File: src/rtl/pci_pkg.sv
// rtl/pci_pkg.sv - shared types, defaults and round-robin pick helper for the PCI arbiter
package pci_pkg;

    typedef enum logic [1:0] {
        IDLE,
        GRANT,
        BUSY
    } arb_state_t;

    localparam int N_MASTERS_DEF = 4;
    localparam int TIMEOUT_DEF   = 16;

    // The helper works on a fixed 8-wide request vector so it can live in the
    // package without knowing the instance's master count.
    localparam int PICK_MAX   = 8;
    localparam int PICK_IDX_W = 3;

    typedef struct packed {
        logic                  hit;
        logic [PICK_IDX_W-1:0] idx;
    } rr_pick_t;

    // First requester found searching upward from ptr+1, wrapping at n.
    function automatic rr_pick_t rr_pick(
        input logic [PICK_MAX-1:0]   req,
        input logic [PICK_IDX_W-1:0] ptr,
        input int                    n
    );
        rr_pick_t              res;
        int                    cand;
        logic [PICK_IDX_W-1:0] cand_idx;
        res.hit = 1'b0;
        res.idx = '0;
        // Walk from the farthest candidate to the nearest so the nearest hit
        // is the one left standing.
        for (int k = PICK_MAX; k >= 1; k--) begin
            if (k <= n) begin
                cand = int'(ptr) + k;
                if (cand >= n) begin
                    cand = cand - n;
                end
                cand_idx = PICK_IDX_W'(cand);
                if (req[cand_idx]) begin
                    res.hit = 1'b1;
                    res.idx = cand_idx;
                end
            end
        end
        return res;
    endfunction

endpackage

File: src/rtl/pci_rr_picker.sv
// rtl/pci_rr_picker.sv - combinational rotate-priority encoder for round-robin grant selection
module pci_rr_picker
    import pci_pkg::*;
#(
    parameter int N_MASTERS = N_MASTERS_DEF,
    parameter int ID_W      = $clog2(N_MASTERS)
) (
    input  logic [N_MASTERS-1:0] req,
    input  logic [ID_W-1:0]      ptr,
    output logic                 hit,
    output logic [ID_W-1:0]      idx
);

    logic [PICK_MAX-1:0]   req_ext;
    logic [PICK_IDX_W-1:0] ptr_ext;
    rr_pick_t              pick;

    // Widen to the helper's fixed width, pick, and narrow back to ID_W.
    always_comb begin
        req_ext = PICK_MAX'(req);
        ptr_ext = PICK_IDX_W'(ptr);
        pick    = rr_pick(req_ext, ptr_ext, N_MASTERS);
        hit     = pick.hit;
        idx     = ID_W'(pick.idx);
    end

endmodule

File: src/rtl/pci_arbiter.sv
// rtl/pci_arbiter.sv - central round-robin PCI bus arbiter with unused-grant timeout
module pci_arbiter
    import pci_pkg::*;
#(
    parameter int N_MASTERS = N_MASTERS_DEF,
    parameter int TIMEOUT   = TIMEOUT_DEF,
    parameter int ID_W      = $clog2(N_MASTERS)
) (
    input  logic                 clk,
    input  logic                 rst_n,
    input  logic [N_MASTERS-1:0] req_n,
    input  logic                 frame_n,
    input  logic                 irdy_n,
    output logic [N_MASTERS-1:0] gnt_n,
    output logic                 owner_valid,
    output logic [ID_W-1:0]      owner_id,
    output logic                 bus_idle
);

    localparam int               TMR_W     = (TIMEOUT > 1) ? $clog2(TIMEOUT) : 1;
    localparam logic [TMR_W-1:0] TMR_LAST  = TMR_W'(TIMEOUT - 1);
    localparam logic [ID_W-1:0]  PTR_RESET = ID_W'(N_MASTERS - 1);

    arb_state_t           state;
    logic [ID_W-1:0]      gnt_idx;
    logic [ID_W-1:0]      rr_ptr;
    logic [TMR_W-1:0]     timer;

    logic [N_MASTERS-1:0] req;
    logic [N_MASTERS-1:0] own_mask;
    logic [N_MASTERS-1:0] pick_onehot;
    logic                 pick_hit;
    logic [ID_W-1:0]      pick_idx;
    logic                 owner_req;
    logic                 others_req;

    assign bus_idle = frame_n & irdy_n;
    assign req      = ~req_n;

    pci_rr_picker #(
        .N_MASTERS (N_MASTERS),
        .ID_W      (ID_W)
    ) u_picker (
        .req (req),
        .ptr (rr_ptr),
        .hit (pick_hit),
        .idx (pick_idx)
    );

    // Split the live requests into the current grantee's and everyone else's.
    always_comb begin
        own_mask    = N_MASTERS'(1) << gnt_idx;
        pick_onehot = N_MASTERS'(1) << pick_idx;
        owner_req   = |(req & own_mask);
        others_req  = |(req & ~own_mask);
    end

    // Arbitration FSM; every output it drives is a flop so grants never glitch.
    always_ff @(posedge clk or negedge rst_n) begin
        if (!rst_n) begin
            state       <= IDLE;
            gnt_n       <= '1;
            gnt_idx     <= '0;
            rr_ptr      <= PTR_RESET;
            timer       <= '0;
            owner_valid <= 1'b0;
            owner_id    <= '0;
        end else begin
            case (state)
                IDLE: begin
                    // Passing through IDLE with all grants high is what gives
                    // the dead cycle between consecutive owners.
                    gnt_n <= '1;
                    if (pick_hit) begin
                        gnt_idx <= pick_idx;
                        gnt_n   <= ~pick_onehot;
                        timer   <= '0;
                        state   <= GRANT;
                    end
                end
                GRANT: begin
                    if (!frame_n) begin
                        // FRAME beats a simultaneous request release.
                        state       <= BUSY;
                        owner_valid <= 1'b1;
                        owner_id    <= gnt_idx;
                        rr_ptr      <= gnt_idx;
                    end else if (!owner_req) begin
                        gnt_n <= '1;
                        state <= IDLE;
                    end else if (bus_idle && (timer == TMR_LAST) && others_req) begin
                        // Unused grant: move the pointer past this master so
                        // the next search starts with its neighbour.
                        gnt_n  <= '1;
                        rr_ptr <= gnt_idx;
                        state  <= IDLE;
                    end else if (bus_idle && (timer != TMR_LAST)) begin
                        timer <= timer + TMR_W'(1);
                    end
                end
                BUSY: begin
                    // Owner already holds FRAME, so the grant can go away.
                    gnt_n <= '1;
                    if (bus_idle) begin
                        owner_valid <= 1'b0;
                        state       <= IDLE;
                    end
                end
                default: begin
                    state       <= IDLE;
                    gnt_n       <= '1;
                    owner_valid <= 1'b0;
                end
            endcase
        end
    end

endmodule
File: config.mk
export PLATFORM = sky130hd
export DESIGN_NAME = pci_arbiter
export DESIGN_NICKNAME = d
export VERILOG_FILES = /design/src/rtl/pci_pkg.sv /design/src/rtl/pci_rr_picker.sv /design/src/rtl/pci_arbiter.sv
export SDC_FILE = /design/constraint.sdc
export NUM_CORES = 1
export LEC_CHECK = 0
export ABC_AREA = 1
export CAP_MARGIN = 15
export CORE_MARGIN = 4
export CORE_UTILIZATION = 45
export CTS_CLUSTER_DIAMETER = 200
export DETAILED_ROUTE_END_ITERATION = 6
export PLACE_DENSITY_LB_ADDON = 0.05
export SLEW_MARGIN = 20
export SYNTH_ARGS = -nofsm -noshare
export SYNTH_HDL_FRONTEND = slang
export SYNTH_SLANG_ARGS = --single-unit
export TNS_END_PERCENT = 5
File: constraint.sdc
create_clock -name clk -period 2.1 [get_ports clk]
set_input_delay 0.315 -clock clk [delete_from_list [all_inputs] [get_ports clk]]
set_output_delay 0.315 -clock clk [all_outputs]
set_load 0.1 [all_outputs]
==> metrics.csv, run 1 <==
metric;value;unit
status;completed;
dr.pass1.iters;4;
path_max_fanout;4;
r2r_slack;0.20;ns
die_area;3550;sq um
antenna_left;0;
n_antenna_cell;0;
nNetsFinal;203;
syn_avg_cell_area;7.08;sq um
clk_pin_slew;0.10;ns
maxCapViolations;0;
synth_seq_cells;17;
cp-end-kind;register;
routed_wl;2.55;mm
rsz0062_at_grt;false;
grt_use_total;0.170;
cts_tree;built;
ys_warn_count;0;
endpoint;timer[1];
grt_start_max_net_pins;18;
crit_type;reg -> reg;
clk_latency;0.29;ns
die_w;59.6;um
fin_crit_sh;0.905;
timing.fmax;526;MHz
stdcell_count;220;
drt-initial-drc-count;53;
synth_area;1200;sq um
drive_gt1_frac;0.195;
clock-sinks;17;
cts_setup_buffers;0;
numCtsBuffers;3;
p_leak;0.753;nW
initial_core_util;0.478;
clock_path_buffers;2;
r2r-start;rr_ptr[0];
gr-usage-met3;0.0458;
fillCellCount;237;
power.density;1750;nW/um^2
relSlewSlack;0.674;
final_common_cell;nand2_1;
cts-htree-levels;1;
grt_busiest_layer;met2;
hold_path.class;in -> async;
setup_tns;0;ns
vdd_drop_max;1.01;mV
viasPerCell;4.94;
overflow;0;
synth_nets;181;
arrival;2.13;ns
power;2.49;mW
final_core_util;0.568;
syn2layout_area_growth;18.7;%
io_pins;16;
finalHoldViolCount;0;
cts.repair.resized;0;
grt_antenna_before_repair;0;
syn_inst;169;
start_kind;register;
via_count;1087;
row_count;18;
worst_slew_pin_slew;0.487;ns
setup_violations;0;
required;2.33;ns
grt_pass1_wl;4.53;mm
final_cell_mix;60 x nand2_1, 23 x inv_1, 16 x nand3_1;
critPathLaunch;rr_ptr[0];
slew_violations;0;
grt_util_met2;0.296;
dpl.cell_count;216;
synth_seq_area_share;0.362;
use_met1;0.189;
drc;0;
die_height;59.6;um
skew;0.00383;ns
r2r_cells;10;
core;2500;sq um
synth.distinct_cells;26;
reg2reg_to;timer[1];
grt_pass1_vias;1061;
dp_hpwl;1.99;mm
port-buffer-count;15;
clockRootBuffer;clkbuf_4;
period_needed;1.90;ns
hold_buffers;0;
wl_per_cell;11.6;um
gp_congestion;0.869;
## cell type report
cell class / instances / area (sq um) / share of cell area
Sequential cell: 17 / 433 / 0.305
Timing Repair Buffer: 18 / 165 / 0.116
Multi-Input combinational cell: 126 / 664 / 0.468
Tap cell: 30 / 37.5 / 0.0264
Inverter: 25 / 93.8 / 0.0661
Clock buffer: 4 / 26.3 / 0.0185
## synth_stat cells, drive strengths merged
cell    instances  area share
inv            25       0.078
nor3b           1      0.0063
o21a            1      0.0063
nor2           13       0.053
xor2            1      0.0073
nor3            2      0.0084
nand4           3       0.016
a21boi          1       0.016
nand2          66        0.22
a31oi           1      0.0052
ha              4       0.042
dfrtp          11        0.23
nand3b          1      0.0063
nand3          20        0.11
buf             1      0.0042
a21oi           2       0.018
o21ai          10       0.045
dfstp           6        0.13
## flip-flops by register name (all words and copies together) (netlist names)
name	count
owner_id	2
timer	4
rr_ptr	2
gnt_n	4
gnt_idx	2
owner_valid	1
state	2
## worst max-delay path, stage by stage, from the launching register on
cell and delay (ns):
dfstp_2 0.55, inv_2 0.04, ha_1 0.34, inv_1 0.10
nand3_1 0.13, nand2_2 0.09, nor2_4 0.14, nand3_1 0.18
nand2_2 0.17, nand2_1 0.06, nand2_1 0.06
## where the power goes
part | switching, mW | total (mW) | internal, mW
clock network | 0.104 | 0.178 | 0.0739
logic | 1.21 | 1.73 | 0.526
registers | 0.103 | 0.578 | 0.474
total | 1.42 | 2.49 | 1.07
## metal layers
metal,up-vias,share of wire
li1,577,-
met1,483,0.45
met2,21,0.49
met3,6,0.044
met4,0,0.014
met5,-,0
## through the flow
step | instance area [sq um] | worst slack [ns] | hold slack [ns]
after floorplan | 1200 | 0.252 | 0.0194
after global placement | 1390 | 0.235 | 0.481
after detailed placement | 1390 | 0.153 | 0.487
after CTS | 1420 | 0.204 | 0.329
after global routing | 1420 | 0.00793 | 0.339
final | 1420 | 0.200 | 0.333
## worst min-delay path by stage
stage | start | to | slack (ns) | cells past startpoint
2_1_floorplan | rst_n | gnt_idx[0] | 0.02 | 0
4_1_cts | rst_n | timer[3] | 0.33 | 2
3_3_place_gp | owner_id[0] | owner_id[0] | 0.48 | 2
3_5_place_dp | owner_id[1] | owner_id[1] | 0.49 | 2
6_report | rst_n | owner_id[0] | 0.33 | 2
5_1_grt | rst_n | owner_id[0] | 0.34 | 2
## cells by family (layout without fill, tap and decap cells)
family                     count (synthesis)  count (layout)  share of synthesized area
and+or+nand+nor                          106             106                      0.416
buffers and inverters                     26              47                     0.0826
DFF                                       17              17                      0.362
AOI/OAI and AO/OA                         15              15                     0.0900
adders and majority gates                  4               4                     0.0418
xor gates and xnor gates                   1               1                    0.00732
(Power assumes the default switching activity.)
==> run 2, diff against run 1 <==
--- a/config.mk
+++ b/config.mk
@@ -5,7 +5,7 @@
 export SDC_FILE = /design/constraint.sdc
 export NUM_CORES = 1
 export LEC_CHECK = 0
-export ABC_AREA = 1
+export ABC_AREA = 0
 export CAP_MARGIN = 15
 export CORE_MARGIN = 4
 export CORE_UTILIZATION = 45
@@ -15,5 +15,6 @@
 export SLEW_MARGIN = 20
 export SYNTH_ARGS = -nofsm -noshare
 export SYNTH_HDL_FRONTEND = slang
+export SYNTH_HIERARCHICAL = 1
 export SYNTH_SLANG_ARGS = --single-unit
 export TNS_END_PERCENT = 5
==> run 2 against run 1 <==
Utilization grew 5.9 points. Largest cell class unchanged. Global-route usage grew 1.1 points. Clock power is essentially flat. The flow now finishes with violations (negative setup slack). Critical path depth is the same. Via count grew 8.5%. Critical endpoint is now gnt_n[0].
==> metrics.csv, run 2 <==
metric;value;unit;change
path_max_fanout;3;;-1
final_common_cell;buf_4;;
fin_crit_sh;1.04;;+0.131
numCtsBuffers;3;;unchanged
routed_wl;3.14;mm;+23%
wl_met2;1.60;mm;+28%
arrival;2.39;ns;+0.26 ns
top_layer;met3;;
clock_path_buffers;2;;unchanged
overflow;0;;unchanged
row_count;18;;unchanged
stdcell_count;204;;-7.3%
drive_gt1_frac;0.322;;+0.127
synth.most_common_cell;nand2_1;;
grt_start_max_net_pins;13;;-5
clock-sinks;17;;unchanged
grt_use_total;0.181;;+0.0112
maxCapViolations;0;;unchanged
status;finished with violations;;
hold_path.class;in -> async;;
clockRootBuffer;clkbuf_4;;
gp_congestion;0.839;;-3.5%
timing.fmax;460;MHz;-13%
yosys_most_used_dff;dfrtp_1;;
wl_per_cell;15.4;um;+33%
die_w;60.8;um;+2.1%
synth_compound_area_frac;0.211;;+0.121
seqCellArea;433;sq um;unchanged
wl_met3;110;um;-2.7%
synthMuxAreaShare;0.0918;;+0.0918
viasPerCell;5.78;;+17%
grt_antenna_before_repair;0;;unchanged
synth.distinct_cells;47;;+81%
cp-end-kind;register;;
rsz0062_at_grt;true;;
synth-edff-count;0;;unchanged
synth_area;1250;sq um;+4.8%
nNetsFinal;185;;-8.9%
die_area;3690;sq um;+4.2%
antenna_left;0;;unchanged
dpl.cell_count;199;;-7.9%
grt_pass1_vias;1198;;+13%
fillCellCount;229;;-3.4%
initial_core_util;0.488;;+0.00983
core;2570;sq um;+2.7%
slew_violations;0;;unchanged
violations;negative setup slack;;
yosys-top-cells-count;15 x nand2_1, 11 x dfrtp_1, 8 x nand3_1;;
ys_warn_count;6;;+6
start_kind;register;;
clk_latency;0.29;ns;about the same
cts_tree;built;;
finalHoldViolCount;0;;unchanged
crit_type;reg -> reg;;
synthAdderAreaFrac;0.0200;;-0.0219
io_pins;16;;unchanged
via_count;1179;;+8.5%
final_core_util;0.627;;+0.0591
synth_seq_area_share;0.345;;-0.0166
final_cell_mix;30 x buf_4, 15 x nand2_1, 11 x dfrtp_1;;
syn2layout_area_growth;28.4;%;
yosysTopAreaCellShare;0.220;;-0.0106
vdd_drop_max;1.25;mV;+24%
grt_pass1_wl;5.17;mm;+14%
dp_hpwl;2.34;mm;+17%
syn_avg_cell_area;9.08;sq um;+28%
synth_top_family_by_area;simple AND/OR/NAND/NOR gates;;
port-buffer-count;15;;unchanged
power.density;1660;nW/um^2;-5.6%
drt-initial-drc-count;81;;+53%
multiInputGateArea;756;sq um;+14%
setup_tns;-0.0850;ns;-0.0850 ns
syn_inst;138;;-18%
hold_buffers;0;;unchanged
skew;0.0105;ns;+0.00665 ns
synth_nets;148;;-18%
postLayoutSetupSlackWorst;-0.0747;ns;-0.275 ns
synth_area_leaders;dfrtp_1 22%, dfstp_2 13%, mux2i_1 5.6%, nand2_1 4.5%, buf_6 3.6%;;
top_regs;gnt_n x4, timer x4;;
wl_met1;1.43;mm;+24%
clk_pin_slew;0.11;ns;about the same
synth_async_sr_flop_share;1.00;;unchanged
drc;0;;unchanged
relSlewSlack;0.740;;+0.0661
period_needed;2.17;ns;+0.275 ns
die_height;60.8;um;+2.1%
synth_top_area_cell;dfrtp_1;;
synthSimpleGateAreaFrac;0.260;;-0.156
n_antenna_cell;0;;unchanged
synth_xor_area_frac;0;;-0.00732
worst_slew_pin_slew;0.388;ns;-0.0985 ns
dr.pass1.iters;4;;unchanged
setup_violations;2;;+2
p_leak;0.721;nW;-4.1%
required;2.32;ns;about the same
synth_seq_cells;17;;unchanged
cts-htree-levels;1;;unchanged
==> run 2: cell count changes in the layout (fill, tap and decap cells not counted), moves of 5 or more <==
cell,delta
buf_4,+20
nand2_1,-45
inv_1,-16
mux2i_1,+7
nand2_2,-6
nor2_1,-6
a21oi_1,+5
nand3_1,-9
==> run 2: layer usage <==
| metal | global-route usage | up-vias |
|---|---|---|
| li1 | - | 585 |
| met1 | 0.237 | 570 |
| met2 | 0.321 | 24 |
| met3 | 0.0298 | 0 |
| met4 | 0.0279 | 0 |
| met5 | 0 | - |
==> run 2: cell families after synthesis <==
group / after synthesis
AND/OR/NAND/NOR: 58
flip-flops: 17
buffers and inverters: 15
AO/OA/AOI/OAI: 36
adder cells (fa/ha/maj): 2
multiplexers: 10
==> run 2: power breakdown <==
part	internal [mW]	total, mW	switching (mW)
Sequential	0.494	0.630	0.137
Clock	0.0708	0.176	0.105
Combinational	0.774	1.86	1.08
Total	1.34	2.67	1.33
==> run 2: what timing repair did <==
action | 4_1_cts | 5_1_grt
setup endpoints to repair | 7 | 8
endpoints found under the hold margin | 0 | 0
buffers inserted | 0 | 1
gates resized for setup | 6 | 0
pin swaps | 0 | 0
==> run 2: layout make-up <==
class | count | area share
clock buffer | 3 | 0.0140
clock inverter | 1 | 0.00311
inverter | 8 | 0.0186
multi-input combinational | 106 | 0.469
sequential | 17 | 0.269
tap | 30 | 0.0233
timing repair buffer | 39 | 0.203
==> run 2: stage by stage <==
stage	hold slack [ns]	total power, mW	worst slack (ns)	area (sq um)
finish	0.294	2.67	-0.0747	1610
global route	0.314	2.84	-0.151	1610
CTS	0.308	2.67	-0.0399	1600
detailed placement	0.492	2.42	-0.0914	1550
global placement	0.465	2.37	-0.0394	1550
floorplan	0.0194	1.96	-0.122	1260
==> run 2: final timing paths <==
kind                       slack, ns  endpoint      start  cells past startpoint
setup / recovery               -0.07  gnt_n[0]  rr_ptr[0]                     10
max in group asynchronous       1.24  gnt_n[2]      rst_n                      2
min in group clk                0.50  timer[3]   timer[3]                      1
hold / removal                  0.29  timer[3]      rst_n                      1
hold reg to reg                 0.50  timer[3]   timer[3]                      1
setup reg to reg               -0.07  gnt_n[0]  rr_ptr[0]                     10
==> run 2: worst max-delay path, cell delays in order, from the launching register on <==
cell and delay, ns:
dfstp_2 0.55, inv_2 0.05, ha_4 0.15, nor2b_1 0.14
a21boi_2 0.14, o22ai_1 0.09, nand2_1 0.11, or3b_4 0.41
or3_1 0.32, o31ai_1 0.07, a21oi_1 0.06
==> run 3, diff against run 2 <==
--- a/config.mk
+++ b/config.mk
@@ -6,7 +6,6 @@
 export NUM_CORES = 1
 export LEC_CHECK = 0
 export ABC_AREA = 0
-export CAP_MARGIN = 15
 export CORE_MARGIN = 4
 export CORE_UTILIZATION = 45
 export CTS_CLUSTER_DIAMETER = 200
==> results of run 3 <==
Same layout as run 2: the final DEF is identical, and so are final timing and power.
